### config.mk
export PLATFORM = sky130hd
export DESIGN_NAME = word_packer
export DESIGN_NICKNAME = d
export VERILOG_FILES = /design/src/rtl/word_packer_pkg.sv /design/src/rtl/word_packer.sv
export SDC_FILE = /design/constraint.sdc
export NUM_CORES = 1
export LEC_CHECK = 0
export ABC_CLOCK_PERIOD_IN_PS = 1870
export BUFFER_PORTS_ARGS = -buffer_cell sky130_fd_sc_hd__buf_4
export CORE_MARGIN = 5
export CORE_UTILIZATION = 54
export CTS_BUF_LIST = sky130_fd_sc_hd__clkbuf_8 sky130_fd_sc_hd__clkbuf_16
export DETAILED_ROUTE_END_ITERATION = 7
export GPL_ROUTABILITY_DRIVEN = 0
export PLACE_DENSITY = 0.87
export SLEW_MARGIN = 40
export SYNTH_ARGS = -nofsm -noshare
export SYNTH_HDL_FRONTEND = slang
export SYNTH_SLANG_ARGS = --single-unit
### constraint.sdc
create_clock -name clk_i -period 1.87 [get_ports clk_i]
set_input_delay 0.187 -clock clk_i [delete_from_list [all_inputs] [get_ports clk_i]]
set_output_delay 0.187 -clock clk_i [all_outputs]
set_load 0.03 [all_outputs]
### src/rtl/word_packer_pkg.sv
// Shared types and defaults for the word packer: word/beat/mask typedefs and index sizing.
package word_packer_pkg;

  localparam int unsigned DefaultDataWidth = 32;
  localparam int unsigned DefaultNumWords  = 2;
  localparam int unsigned IdxWidth         = $clog2(DefaultNumWords);

  typedef logic [DefaultDataWidth-1:0]                      word_t;
  typedef logic [DefaultNumWords-1:0][DefaultDataWidth-1:0] beat_t;
  typedef logic [DefaultNumWords-1:0]                       mask_t;

  // Width of the fill index for an arbitrary word count (never below one bit).
  function automatic int unsigned idx_width(input int unsigned num_words);
    return (num_words < 2) ? 1 : $clog2(num_words);
  endfunction

endpackage

### src/rtl/word_packer.sv
// Packs NumWords input words into one beat with a word-valid mask; in_last_i closes a partial beat.
// The finished beat sits in a registered valid/ready output stage that may be refilled on the cycle it is taken.
module word_packer
  import word_packer_pkg::*;
#(
  parameter int unsigned DataWidth = DefaultDataWidth,
  parameter int unsigned NumWords  = DefaultNumWords
) (
  input  logic                               clk_i,
  input  logic                               rst_i,
  input  logic                               in_valid_i,
  output logic                               in_ready_o,
  input  logic [DataWidth-1:0]               in_data_i,
  input  logic                               in_last_i,
  output logic                               out_valid_o,
  input  logic                               out_ready_i,
  output logic [NumWords-1:0][DataWidth-1:0] out_data_o,
  output logic [NumWords-1:0]                out_mask_o,
  output logic                               out_last_o
);

  localparam int unsigned IdxW = idx_width(NumWords);
  localparam logic [IdxW-1:0] LastIdx = IdxW'(NumWords - 1);

  typedef logic [NumWords-1:0][DataWidth-1:0] lbeat_t;
  typedef logic [NumWords-1:0]                lmask_t;

  if ($bits(lbeat_t) != NumWords * DataWidth) begin : g_beat_size_check
    $error("word_packer: beat type width does not equal NumWords*DataWidth");
  end
  if (NumWords < 2) begin : g_num_words_check
    $error("word_packer: NumWords must be at least 2");
  end

  lbeat_t          acc_q, acc_d, merged;
  lmask_t          acc_mask_q, acc_mask_d, merged_mask;
  logic [IdxW-1:0] idx_q, idx_d;
  logic            out_valid_q, out_valid_d;
  lbeat_t          out_data_q, out_data_d;
  lmask_t          out_mask_q, out_mask_d;
  logic            out_last_q, out_last_d;
  logic            in_ready;
  logic            accept;

  // Fill only stalls while a finished beat is still waiting downstream.
  assign in_ready = ~rst_i & (~out_valid_q | out_ready_i);
  assign accept   = in_valid_i & in_ready;

  always_comb begin
    merged      = acc_q;
    merged_mask = acc_mask_q;
    acc_d       = acc_q;
    acc_mask_d  = acc_mask_q;
    idx_d       = idx_q;
    out_valid_d = out_valid_q & ~out_ready_i;
    out_data_d  = out_data_q;
    out_mask_d  = out_mask_q;
    out_last_d  = out_last_q;

    if (accept) begin
      merged[idx_q]      = in_data_i;
      merged_mask[idx_q] = 1'b1;
      if ((idx_q == LastIdx) || in_last_i) begin
        out_valid_d = 1'b1;
        out_data_d  = merged;
        out_mask_d  = merged_mask;
        out_last_d  = in_last_i;
        acc_d       = '0;
        acc_mask_d  = '0;
        idx_d       = '0;
      end else begin
        acc_d      = merged;
        acc_mask_d = merged_mask;
        idx_d      = idx_q + 1'b1;
      end
    end
  end

  always_ff @(posedge clk_i) begin
    if (rst_i) begin
      acc_q       <= '0;
      acc_mask_q  <= '0;
      idx_q       <= '0;
      out_valid_q <= 1'b0;
      out_data_q  <= '0;
      out_mask_q  <= '0;
      out_last_q  <= 1'b0;
    end else begin
      acc_q       <= acc_d;
      acc_mask_q  <= acc_mask_d;
      idx_q       <= idx_d;
      out_valid_q <= out_valid_d;
      out_data_q  <= out_data_d;
      out_mask_q  <= out_mask_d;
      out_last_q  <= out_last_d;
    end
  end

  assign in_ready_o  = in_ready;
  assign out_valid_o = out_valid_q;
  assign out_data_o  = out_data_q;
  assign out_mask_o  = out_mask_q;
  assign out_last_o  = out_last_q;

endmodule

# After elaboration in Yosys (flattened, before gate mapping)

Index checks and enable logic that the tools add are counted.

Add/subtract/negate cells: 1
Order comparisons: 2
Muxes and demuxes: 10
Bitwise logic cells: 8
Reduce and logical (&&, ||, !) cells: 3

Operator list:

| operator              | count |
|---|---|
| $bwmux W64            | 1 |
| $mux W64              | 1 |
| $demux W32 S1         | 1 |
| $mux W32              | 1 |
| $mux W1               | 4 |
| $and A1 B1 Y1         | 3 |
| $not A1 Y1            | 3 |
| $lt A1 B2 Y1 const B  | 1 |
| $mux W2               | 1 |
| $or A2 B2 Y2          | 1 |
| $reduce_and A2 Y1     | 1 |
| $add A1 B1 Y1 const B | 1 |
| $demux W1 S1          | 1 |
| $ge A1 B1 Y1 const B  | 1 |
| $logic_and A1 B1 Y1   | 1 |
| $logic_or A1 B1 Y1    | 1 |
| $or A1 B1 Y1          | 1 |

Bits in registers: 135
Output and inout port bits: 69

# Depth between registers and ports, before layout

Gate-level depths: netlist of the first run.

Depth in word-level cells: 6
Depth in mapped cells: 6

# Worst setup path after synthesis of the first run

No wires, ideal clock.

Path type: reg-to-output
From: register out_valid_q (netlist: out_valid_o)
To: output port in_ready_o
Arrival time: 1,289 ps
Required time: 1,683 ps
Setup slack: 394 ps
Stages on the path, launching flop included: 5
Buffers on the path: 2
Path through: dfxtp_1 > nor2b_1 > buf_2 > clkbuf_1 > nor2_1

Longest elaborated chain between the ends: 3

Ends and longest elaborated chain:

| element                | RTL line          | source |
|---|---|---|
| from (decl)            | word_packer.sv:38 | `logic out_valid_q, out_valid_d;` |
| from (signal assigned) | word_packer.sv:92 | `out_valid_q <= out_valid_d;` |
| $not A1 Y1             | word_packer.sv:46 | `assign in_ready = ~rst_i & (~out_valid_q \| out_ready_i);` |
| $or A1 B1 Y1           | word_packer.sv:46 |  |
| $and A1 B1 Y1          | word_packer.sv:46 |  |
| to (decl)              | word_packer.sv:12 | `output logic in_ready_o,` |

No other way between the ends.

# Final worst setup path of the first run

Same ends and word-level chain as after synthesis.

==> results of run 1 <==
final cells by class:
| class | count | area [um2] | share of cell area |
|---|---|---|---|
| repair buffers | 158 | 1340 | 0.181 |
| clock buffers | 20 | 455 | 0.0614 |
| clock inverters | 12 | 151 | 0.0204 |
| multi-input cells | 341 | 2580 | 0.348 |
| well taps | 136 | 170 | 0.0229 |
| flip-flops and latches | 135 | 2710 | 0.365 |
| inverters | 1 | 3.75 | 0.000506 |
stage by stage:
step	instance area (um2)	power [mW]
after floorplan	5650	3.77
after global placement	6460	4.09
after detailed placement	6460	4.12
after CTS	7410	7.51
after global routing	7410	7.77
final	7410	7.52
state kept, by name (all words and copies together), names as in the netlist:
signal,count
acc_mask_q,2
acc_q,64
out_data_o,64
out_last_o,1
out_mask_o,2
idx_q,1
out_valid_o,1
final timing paths:
path	start	to	depth (start not counted)
worst max-delay path	out_valid_o	in_ready_o	4
worst min-delay path	rst_i	acc_q[29]	2
worst max register to register	idx_q	out_data_o[51]	4
worst min register to register	acc_q[53]	acc_q[53]	1
metal layers:
| metal | GRT usage | part of all wire | vias to the layer above |
|---|---|---|---|
| met3 | 0.0625 | 0.075 | 25 |
| met4 | 0.0954 | 0.017 | 0 |
| li1 | - | - | 2284 |
| met1 | 0.314 | 0.42 | 2423 |
| met5 | 0 | 0 | - |
| met2 | 0.409 | 0.48 | 243 |
kinds of logic (layout without fill, tap and decap cells):
family                 Yosys count  in the layout
AOI/OAI and AO/OA              201            201
DFF                            135            135
and+or+nand+nor                 76             76
buffers and inverters           69            191
muxes                           64             64
power by group:
| group | switching (mW) | internal (mW) |
|---|---|---|
| registers | 0.0753 | 2.99 |
| logic | 0.649 | 0.428 |
| clock network | 1.25 | 2.13 |
| total | 1.97 | 5.55 |
critical path, delay by kind of cell, from the launching register on:
| family | cells | cell delay [ps] |
|---|---|---|
| flip-flops | 1 | 370 |
| buffers and inverters | 2 | 380 |
| AND/OR/NAND/NOR | 2 | 280 |
cell usage after synthesis (all sizes together):
cell type,n
nor2b,2
a31oi,64
o211a,1
nand3,1
nor3,1
nand4,33
nand2b,2
o21a,3
buf,47
and2,33
a32o,1
clkbuf,21
o21ai,33
mux2i,64
nor2,4
inv,1
dfxtp,135
o221a,1
a211oi,64
a21oi,34
what timing repair did:
action,4_1_cts,5_1_grt
setup buffers,0,0
endpoints found under the setup margin,1,1
hold endpoints to repair,33,0
gates resized for setup,3,2
hold buffers,33,0
==> results.txt, run 1 <==
----------------------------------------------------
[GRT]
  Via count of the first global-routing pass ... around 5.1k
  Initial antenna violation count ... 0
  Maximum number of pins on one net before global-route repair ... 57
  Aggregate global-route resource usage ... 0.249
  First-pass GRT wire length ... about 26,000 um
  Sum of overflow across all layers after global routing ... 0

[STA]
  Worst hold slack after final layout ... 51.2 ps
  Worst path setup slack after routing ... 127 ps
  Skew final ... about 9.8 ps
  Setup repair after global routing missed its margin ... no
  Final hold violation count ... 0
  Worst Tran Pin Value ... 551 ps
  Final setup fails ... 0
  Final critical-path required period ... 1740 ps
  Post-Route Setup TNS ... 0 ps
  Number of max-slew violations in the final report ... 0
  Peak Freq ... 0.574 GHz
  Final Cycle Share ... 0.932
  Worst slew margin relative to its limit ... 0.633

[Drt]
  Routed len/inst ... 19.8 um
  Vias post-DR ... 4,975
  DRC violation count after routing ... 0
  Average vias per placed instance ... 6.20
  Number of nets with antenna violations after routing ... 0
  Total length of routed wires ... roughly 16,000 um
  Pre-antenna DRT Iters ... 5
  Violation count after the first detailed-route iteration ... 440

[Synthesis]
  Main area contributors after synthesis ... dfxtp_1 (48%), mux2i_1 (11%), a211oi_2 (7.5%)
  Gate count of the mapped netlist ... 545
  Post-Synthesis Net Count ... 582
  Average footprint of a synthesized cell ... 10.4 um2
  Parity-gate share of the synthesized area counting xor and xnor cells ... 0
  Cell type contributing the most total cell area after synthesis ... dfxtp_1
  Number of different library cells in the post-synthesis netlist ... 29
  Synth Area in Simple Gates ... 0.0833
  Seq/Total Area, Yosys ... 0.479
  Yosys warning total ... 0
  Fraction of the mapped netlist area in compound gates ... 0.256
  Cell area after synthesis ... about 5600 um2
  FF+latch count, synth ... 135
  Multiplexer fraction of the synthesized cell area ... 0.113
  Dominant combinational cell family by area after synthesis ... compound AO/OA/AOI/OAI gates
  Area share of the largest cell type after synthesis ... 0.479
  Adder-Cell Fraction of Synth Area ... 0

[Worst hold path]
  Kind of path behind the tightest hold check ... input port to flip-flop

[Worst setup path]
  Cell at the slowest stage of the critical path ... dfxtp_2
  Startpoint class of the critical path ... flip-flop
  CP cell instances ... nor2b_4 > buf_12 > nor2_1 > buf_4
  Worst Path Arrival ... approximately 1600 ps
  Req. time, crit path ... between 1500 and 2000 ps
  Maximum fanout encountered on the critical timing path ... 34
  Worst setup EP type ... primary output
  Slack of the worst reg-to-reg path ... 330 ps
  Critical path type ... flip-flop to primary output
  Peak per-stage delay on the critical path ... 370 ps

[Placed design]
  Number of buffers added on ports ... 105
  DP HPWL ... 9540 um
  Cell count after placement ... 738
  Placement-stage worst setup slack ... 355 ps

[Clock network]
  CTS tree ... built
  Clock latency at the later pin of the worst-skew pair ... around 520 ps
  Clock Path Buffers ... 2
  Clock buffer count from CTS ... 17
  Clock root cell ... clkbuf_8
  Number of H-tree levels ... 4
  Clock Sinks ... 135
  CTS clock-pin slew for the worst setup and hold paths ... 60 ps

[Finish]
  Ant. Diodes ... 0
  Most frequent standard cell in the layout excluding fill and tap cells ... dfxtp_1
  Area growth syn-to-layout ... 31.3%
  Commonest cells after routing, fill and taps aside ... dfxtp_1 (133), buf_4 (119), mux2i_1 (64), a31oi_1 (64), a211oi_2 (34)
  Filler Cell Count ... 719
  Final non-filler cell total ... 803
  Fin util ... 0.721
  Fraction of final layout cells with drive strength greater than 1 ... 0.301
  Total Nets Final ... 691

[Floorplan]
  Die Y ... 112 um
  Die area ... 12,600 um2
  Die span in x ... 112 um
  Initial standard-cell utilization of the core ... 0.549
  Floorplan Core Area ... 10,300 um2
  Row cnt ... 37
  Boundary Pins ... 106

[Pwr]
  Power density of the placed cells ... 1010 nW/um2
  Leak Pwr ... 2.71 nW
  Worst voltage drop across the vdd grid ... around 0.00060 V

[Outcome]
  Outcome ... finished, final reports clean

[Flow run]
  Total of max-cap violations ... 0

----------------------------------------------------
No activity file was read; power rests on OpenSTA's default activity.
==> run 2: changes to the inputs <==
--- a/config.mk
+++ b/config.mk
@@ -6,7 +6,7 @@
 export NUM_CORES = 1
 export LEC_CHECK = 0
 export ABC_CLOCK_PERIOD_IN_PS = 1870
-export BUFFER_PORTS_ARGS = -buffer_cell sky130_fd_sc_hd__buf_4
+export BUFFER_PORTS_ARGS = -buffer_cell sky130_fd_sc_hd__buf_2
 export CORE_MARGIN = 5
 export CORE_UTILIZATION = 54
 export CTS_BUF_LIST = sky130_fd_sc_hd__clkbuf_8 sky130_fd_sc_hd__clkbuf_16
==> run 2 against run 1 <==
Against the previous run:
- cell area fell by 3.6%
- non-clock buffer count rose by 2
- count of clock-buffer cells in the layout fell by 1
- clock skew fell by 4.7 ps
- hold slack got worse by 29 ps
- utilization fell by 2.6 points
- highest routed layer unchanged
==> results.txt, run 2 (synthesis gave the netlist of run 1 again) <==
----------------------------------------------------
[Finish]
  Filler Cell Count ... 783 (+8.9%)
  Area of the multi-input gates ... 2580 um2 (unchanged)
  Final non-filler cell total ... 804 (+0.12%)
  Commonest cells after routing, fill and taps aside ... dfxtp_1 (134), buf_2 (104), mux2i_1 (64), a31oi_1 (64), a211oi_2 (34)
  Total Nets Final ... 693 (+0.29%)
  Sequential cell area ... 2710 um2 (about the same)
  Fraction of final layout cells with drive strength greater than 1 ... 0.302 (+0.00105)
  Ant. Diodes ... 0 (unchanged)
  Most frequent standard cell in the layout excluding fill and tap cells ... dfxtp_1
  Area growth syn-to-layout ... 26.6%

[Pwr]
  Design internal power ... 5.57 mW (+0.39%)
  Reg power frac ... 0.405 (-0.002)
  Power density of the placed cells ... 1050 nW/um2 (+3.7%)
  Switching power ... 1.95 mW (-1.1%)
  Leak Pwr ... 2.67 nW (-1.3%)
  Combinational Power Share ... 0.133 (-0.010)
  Share of total power in the clock network ... 0.461 (+0.012)
  Switching share of total power ... 0.259 (-0.00297)
  Worst voltage drop across the vdd grid ... 0.000529 V (-11%)

[Worst setup path]
  Cell family contributing the most delay on the critical path ... flip-flops
  Startpoint class of the critical path ... flip-flop
  Worst setup EP type ... primary output
  Worst Path Arrival ... 1610 ps (+50 ps)
  Peak per-stage delay on the critical path ... 410 ps (+40 ps)
  Maximum fanout encountered on the critical timing path ... 16 (-53%)
  Cell at the slowest stage of the critical path ... dfxtp_1
  Slack of the worst reg-to-reg path ... 320 ps (about the same)
  WP buf/inv ... 2 (unchanged)
  Critical path type ... flip-flop to primary output
  Req. time, crit path ... 1680 ps (about the same)
  CP cell instances ... nor2b_4 > buf_6 > nor2_1 > buf_2

[STA]
  Final critical-path required period ... 1790 ps (+50.1 ps)
  Peak Freq ... 0.558 GHz (-2.8%)
  Final Cycle Share ... 0.959 (+0.0268)
  Skew final ... 5.04 ps (-4.72 ps)
  Setup repair after global routing missed its margin ... no
  Final setup fails ... 0 (unchanged)
  Post-Route Setup TNS ... 0 ps (unchanged)
  Worst path setup slack after routing ... 77.0 ps (-50.1 ps)
  Worst Tran Pin Value ... 621 ps (+70.5 ps)
  Worst slew margin relative to its limit ... 0.586 (-0.0470)
  Number of max-slew violations in the final report ... 0 (unchanged)
  Final hold violation count ... 0 (unchanged)

[Clock network]
  Clock Path Buffers ... 2 (unchanged)
  Clock latency at the later pin of the worst-skew pair ... 510 ps (about the same)
  Clock Sinks ... 135 (unchanged)
  Clock root cell ... clkbuf_8
  CTS tree ... built
  Number of H-tree levels ... 4 (unchanged)
  Clock buffer count from CTS ... 17 (unchanged)
  Post-CTS Setup Bufs ... 0 (unchanged)
  CTS clock-pin slew for the worst setup and hold paths ... 60 ps (about the same)

[Placed design]
  Number of buffers added on ports ... 105 (unchanged)
  Placement-stage worst setup slack ... 387 ps (+32.1 ps)
  DP HPWL ... 9570 um (+0.37%)
  Cell count after placement ... 740 (+0.27%)

[Floorplan]
  Die area ... 12,600 um2 (unchanged)
  Floorplan Core Area ... 10,300 um2 (unchanged)
  Die span in x ... 112 um (unchanged)
  Row cnt ... 37 (unchanged)
  Die Y ... 112 um (unchanged)
  Boundary Pins ... 106 (unchanged)
  Initial standard-cell utilization of the core ... 0.549 (unchanged)

[Drt]
  Pre-antenna DRT Iters ... 7 (+2)
  Routed len/inst ... 19.0 um (-3.9%)
  DRC violation count after routing ... 0 (unchanged)
  Total length of routed wires ... 15,300 um (-3.8%)
  Violation count after the first detailed-route iteration ... 407 (-7.5%)
  Average vias per placed instance ... 6.11 (-1.3%)
  Number of nets with antenna violations after routing ... 0 (unchanged)
  Vias post-DR ... 4,915 (-1.2%)

[Outcome]
  Outcome ... finished, final reports clean

[Worst hold path]
  Kind of path behind the tightest hold check ... input port to flip-flop

[Flow run]
  Total of max-cap violations ... 0 (unchanged)

[GRT]
  First-pass GRT wire length ... 25,200 um (-2.7%)
  Initial antenna violation count ... 0 (unchanged)
  Maximum number of pins on one net before global-route repair ... 48 (-16%)
  Aggregate global-route resource usage ... 0.242 (-0.00627)
  Sum of overflow across all layers after global routing ... 0 (unchanged)
  Via count of the first global-routing pass ... 4,941 (-2.3%)

----------------------------------------------------
## run 2: final cells by class
cell class / count / area share
timing repair buffer: 160 / 0.149
sequential: 135 / 0.379
multi-input combinational: 341 / 0.361
clock inverter: 12 / 0.0249
inverter: 1 / 0.000525
tap: 136 / 0.0238
clock buffer: 19 / 0.0618
## run 2: timing repair
item	4_1_cts	5_1_grt
gates resized for setup	1	1
setup endpoints to repair	1	1
hold buffers	33	0
endpoints found under the hold margin	33	0
pin swaps	0	0
## run 2: metal layers
metal | vias up | GRT usage | wire, um
met2 | 171 | 0.414 | 7640
met5 | - | 0 | 0
met4 | 0 | 0.0793 | 279
met1 | 2426 | 0.301 | 6500
met3 | 29 | 0.0588 | 886
li1 | 2289 | - | -
## run 2: power groups by stage
stage,sequential (mW),clock (mW),combinational [mW]
floorplan,3.27,0,0.504
global placement,3.10,0,0.906
detailed placement,3.11,0,0.933
CTS,3.05,3.50,0.997
global route,3.06,3.62,1.07
finish,3.05,3.47,1.00
## run 2: worst paths after layout
kind                                  start              to  cells past startpoint
worst min-delay path                  rst_i  out_data_o[30]                      2
worst max-delay path            out_valid_o      in_ready_o                      4
worst min register to register    acc_q[33]       acc_q[33]                      1
worst max register to register  out_valid_o   out_data_o[2]                      4
## run 2: worst reg2reg max path, cell delays in order (launching register included)
cell      delay [ps]
dfxtp_1          350
nand2b_4         350
buf_4            340
a31oi_1          180
a211oi_2         250
## run 2: per-stage QoR
stage / hold slack [ps] / utilization / total power, mW / area [um2]
after floorplan: 313 / - / 3.77 / 5650
after global placement: 441 / 0.602 / 4.01 / 6190
after detailed placement: 444 / 0.602 / 4.04 / 6190
after CTS: 3.70 / 0.695 / 7.54 / 7140
after global routing: 18.2 / 0.695 / 7.75 / 7150
final: 22.5 / 0.695 / 7.52 / 7150
==> run 3: changes to the inputs <==
--- a/config.mk
+++ b/config.mk
@@ -6,13 +6,13 @@
 export NUM_CORES = 1
 export LEC_CHECK = 0
 export ABC_CLOCK_PERIOD_IN_PS = 1870
-export BUFFER_PORTS_ARGS = -buffer_cell sky130_fd_sc_hd__buf_2
 export CORE_MARGIN = 5
 export CORE_UTILIZATION = 54
 export CTS_BUF_LIST = sky130_fd_sc_hd__clkbuf_8 sky130_fd_sc_hd__clkbuf_16
 export DETAILED_ROUTE_END_ITERATION = 7
+export DONT_BUFFER_PORTS = 1
 export GPL_ROUTABILITY_DRIVEN = 0
-export PLACE_DENSITY = 0.87
+export PLACE_DENSITY = 0.78
 export SLEW_MARGIN = 40
 export SYNTH_ARGS = -nofsm -noshare
 export SYNTH_HDL_FRONTEND = slang
==> run 3 against run 2 <==
Against the previous run:
- the flow now finishes with violations (hold timing)
- register-to-register slack lost 290 ps
- setup slack lost 48 ps
- highest routed layer unchanged
- power shrank 4.1%
- combinational power shrank 39%
- hold slack lost 310 ps
- critical endpoint is now acc_q[18]
- critical path depth grew 2
==> results.txt, run 3 (synthesis gave the netlist of run 1 again) <==
----------------------------------------------------
[GRT]
  Aggregate global-route resource usage ... 0.232 (-0.0104)
  Maximum number of pins on one net before global-route repair ... 104 (+120%)
  Initial antenna violation count ... 0 (unchanged)
  Via count of the first global-routing pass ... 4,303 (-13%)
  Sum of overflow across all layers after global routing ... 0 (unchanged)
  First-pass GRT wire length ... 23,500 um (-6.6%)

[STA]
  Final hold violation count ... 90 (+90)
  Final critical-path required period ... 1840 ps (+48.1 ps)
  Final Cycle Share ... 0.985 (+0.0257)
  Peak Freq ... 0.543 GHz (-2.6%)
  Skew final ... 6.08 ps (+1.04 ps)
  Final setup fails ... 0 (unchanged)
  Worst path setup slack after routing ... 28.9 ps (-48.1 ps)
  Worst slew margin relative to its limit ... 0.582 (-0.00343)
  Worst Tran Pin Value ... 624 ps (+2.85 ps)
  Number of max-slew violations in the final report ... 0 (unchanged)
  Worst hold slack after final layout ... -284 ps (-306 ps)

[Floorplan]
  Die Y ... 112 um (unchanged)
  Row cnt ... 37 (unchanged)
  Die span in x ... 112 um (unchanged)
  Floorplan Core Area ... 10,300 um2 (unchanged)
  Initial standard-cell utilization of the core ... 0.549 (unchanged)
  Die area ... 12,600 um2 (unchanged)
  Boundary Pins ... 106 (unchanged)

[Worst setup path]
  Reg2Reg Capture Point ... acc_q[18]
  Worst Reg-to-Reg Cells ... 6 (+2)
  Worst setup EP type ... flip-flop
  Startpoint of the worst register-to-register path ... idx_q
  Req. time, crit path ... 2340 ps (+660 ps)
  Startpoint class of the critical path ... flip-flop
  Slack of the worst reg-to-reg path ... 30 ps (-290 ps)
  Maximum fanout encountered on the critical timing path ... 34 (+18)
  Worst Path Arrival ... 2310 ps (+700 ps)
  Critical path type ... flip-flop to flip-flop

[Outcome]
  Failing checks ... hold timing
  Outcome ... finished, violations left

[Placed design]
  Number of buffers added on ports ... 0 (-100%)
  Placement-stage worst setup slack ... 413 ps (+26.3 ps)
  DP HPWL ... 8600 um (-10%)

[Drt]
  Pre-antenna DRT Iters ... 5 (-2)
  Violation count after the first detailed-route iteration ... 372 (-8.6%)
  Number of nets with antenna violations after routing ... 0 (unchanged)
  Routed len/inst ... 21.9 um (+15%)
  DRC violation count after routing ... 0 (unchanged)
  Average vias per placed instance ... 6.57 (+7.6%)
  Vias post-DR ... 4,438 (-9.7%)
  Total length of routed wires ... 14,800 um (-3.6%)

[Finish]
  Filler Cell Count ... 812 (+3.7%)
  Fin util ... 0.626 (-0.0694)
  Total Nets Final ... 564 (-19%)
  Area growth syn-to-layout ... 13.9%
  Ant. Diodes ... 0 (unchanged)
  Commonest cells after routing, fill and taps aside ... dfxtp_1 (133), mux2i_1 (64), a31oi_1 (64)
  Most frequent standard cell in the layout excluding fill and tap cells ... dfxtp_1
  Fraction of final layout cells with drive strength greater than 1 ... 0.180 (-0.122)

[Pwr]
  Worst voltage drop across the vdd grid ... 0.000496 V (-6.4%)
  Power density of the placed cells ... 1120 nW/um2 (+6.6%)
  Leak Pwr ... 2.10 nW (-22%)

[Clock network]
  Clock buffer count from CTS ... 17 (unchanged)
  Clock Path Buffers ... 2 (unchanged)
  Number of H-tree levels ... 4 (unchanged)
  CTS clock-pin slew for the worst setup and hold paths ... 60 ps (about the same)
  Clock latency at the later pin of the worst-skew pair ... 530 ps (+20 ps)
  Clock root cell ... clkbuf_8
  CTS tree ... built
  Clock Sinks ... 135 (unchanged)

[Worst hold path]
  Worst hold path startpoint ... rst_i
  Kind of path behind the tightest hold check ... input port to flip-flop
  Hold depth ... 1 (-1)
  Worst-case hold path end point ... out_data_o[61]

[Flow run]
  Total of max-cap violations ... 0 (unchanged)

----------------------------------------------------
==> run 3: cell types whose count changed in the layout (fill, tap and decap cells not counted), moves of 2 or more <==
cell           previous run  this run
dlygate4sd3_1            33        11
buf_4                    19        14
clkbuf_16                16        18
buf_2                   104         0
==> run 3: metrics by stage <==
step	hold WS, ps	instances	power, mW	setup TNS [ps]	instance area, um2
4_1_cts	-294	673	7.22	0	6370
3_3_place_gp	263	632	3.84	0	5660
6_report	-284	675	7.21	0	6430
3_5_place_dp	265	632	3.87	0	5660
5_1_grt	-305	675	7.46	-24.1	6430
2_1_floorplan	313	545	3.77	0	5650
==> run 3: layout make-up <==
| class | count | area [um2] | area share |
|---|---|---|---|
| flip-flops and latches | 135 | 2710 | 0.421 |
| clock buffers | 19 | 453 | 0.0704 |
| multi-input cells | 341 | 2610 | 0.405 |
| repair buffers | 31 | 343 | 0.0533 |
| clock inverters | 12 | 151 | 0.0235 |
| well taps | 136 | 170 | 0.0264 |
| inverters | 1 | 3.75 | 0.000583 |
==> run 3: how the worst max path moves through the flow <==
stage	startpoint	endpoint	slack, ps	depth (start not counted)
detailed placement	out_valid_o	out_data_o[20]	410	4
global route	idx_q	acc_q[18]	-20	6
finish	idx_q	acc_q[18]	30	6
floorplan	out_valid_o	in_ready_o	390	4
CTS	out_valid_o	out_data_o[49]	30	5
global placement	out_valid_o	out_data_o[60]	490	4
==> run 3: repair_timing <==
action / CTS / global route
hold endpoints to repair: 109 / 91
setup endpoints to repair: 0 / 5
hold buffers: 10 / 1
resized for setup: 0 / 7
buffers inserted: 0 / 0
==> run 3: critical path, cell delays in order, from the launching register on <==
cell,delay (ps)
dfxtp_4,380
buf_16,200
nor2_2,130
buf_4,220
nand4_1,110
a21oi_1,160
dlygate4sd3_1,560
==> run 3: report_power, final <==
part / switching (mW) / internal [mW] / total, mW / leakage, nW
registers: 0.248 / 2.99 / 3.24 / 1.10
logic: 0.361 / 0.253 / 0.613 / 0.709
clock network: 1.23 / 2.13 / 3.36 / 0.288
total: 1.84 / 5.37 / 7.21 / 2.10
==> run 3: per-layer routing <==
layer / wire length, um / share of wire / GRT usage
met5: 0 / 0 / 0
met4: 302 / 0.020 / 0.0905
met3: 1400 / 0.095 / 0.0943
met2: 7130 / 0.48 / 0.370
met1: 5930 / 0.40 / 0.280
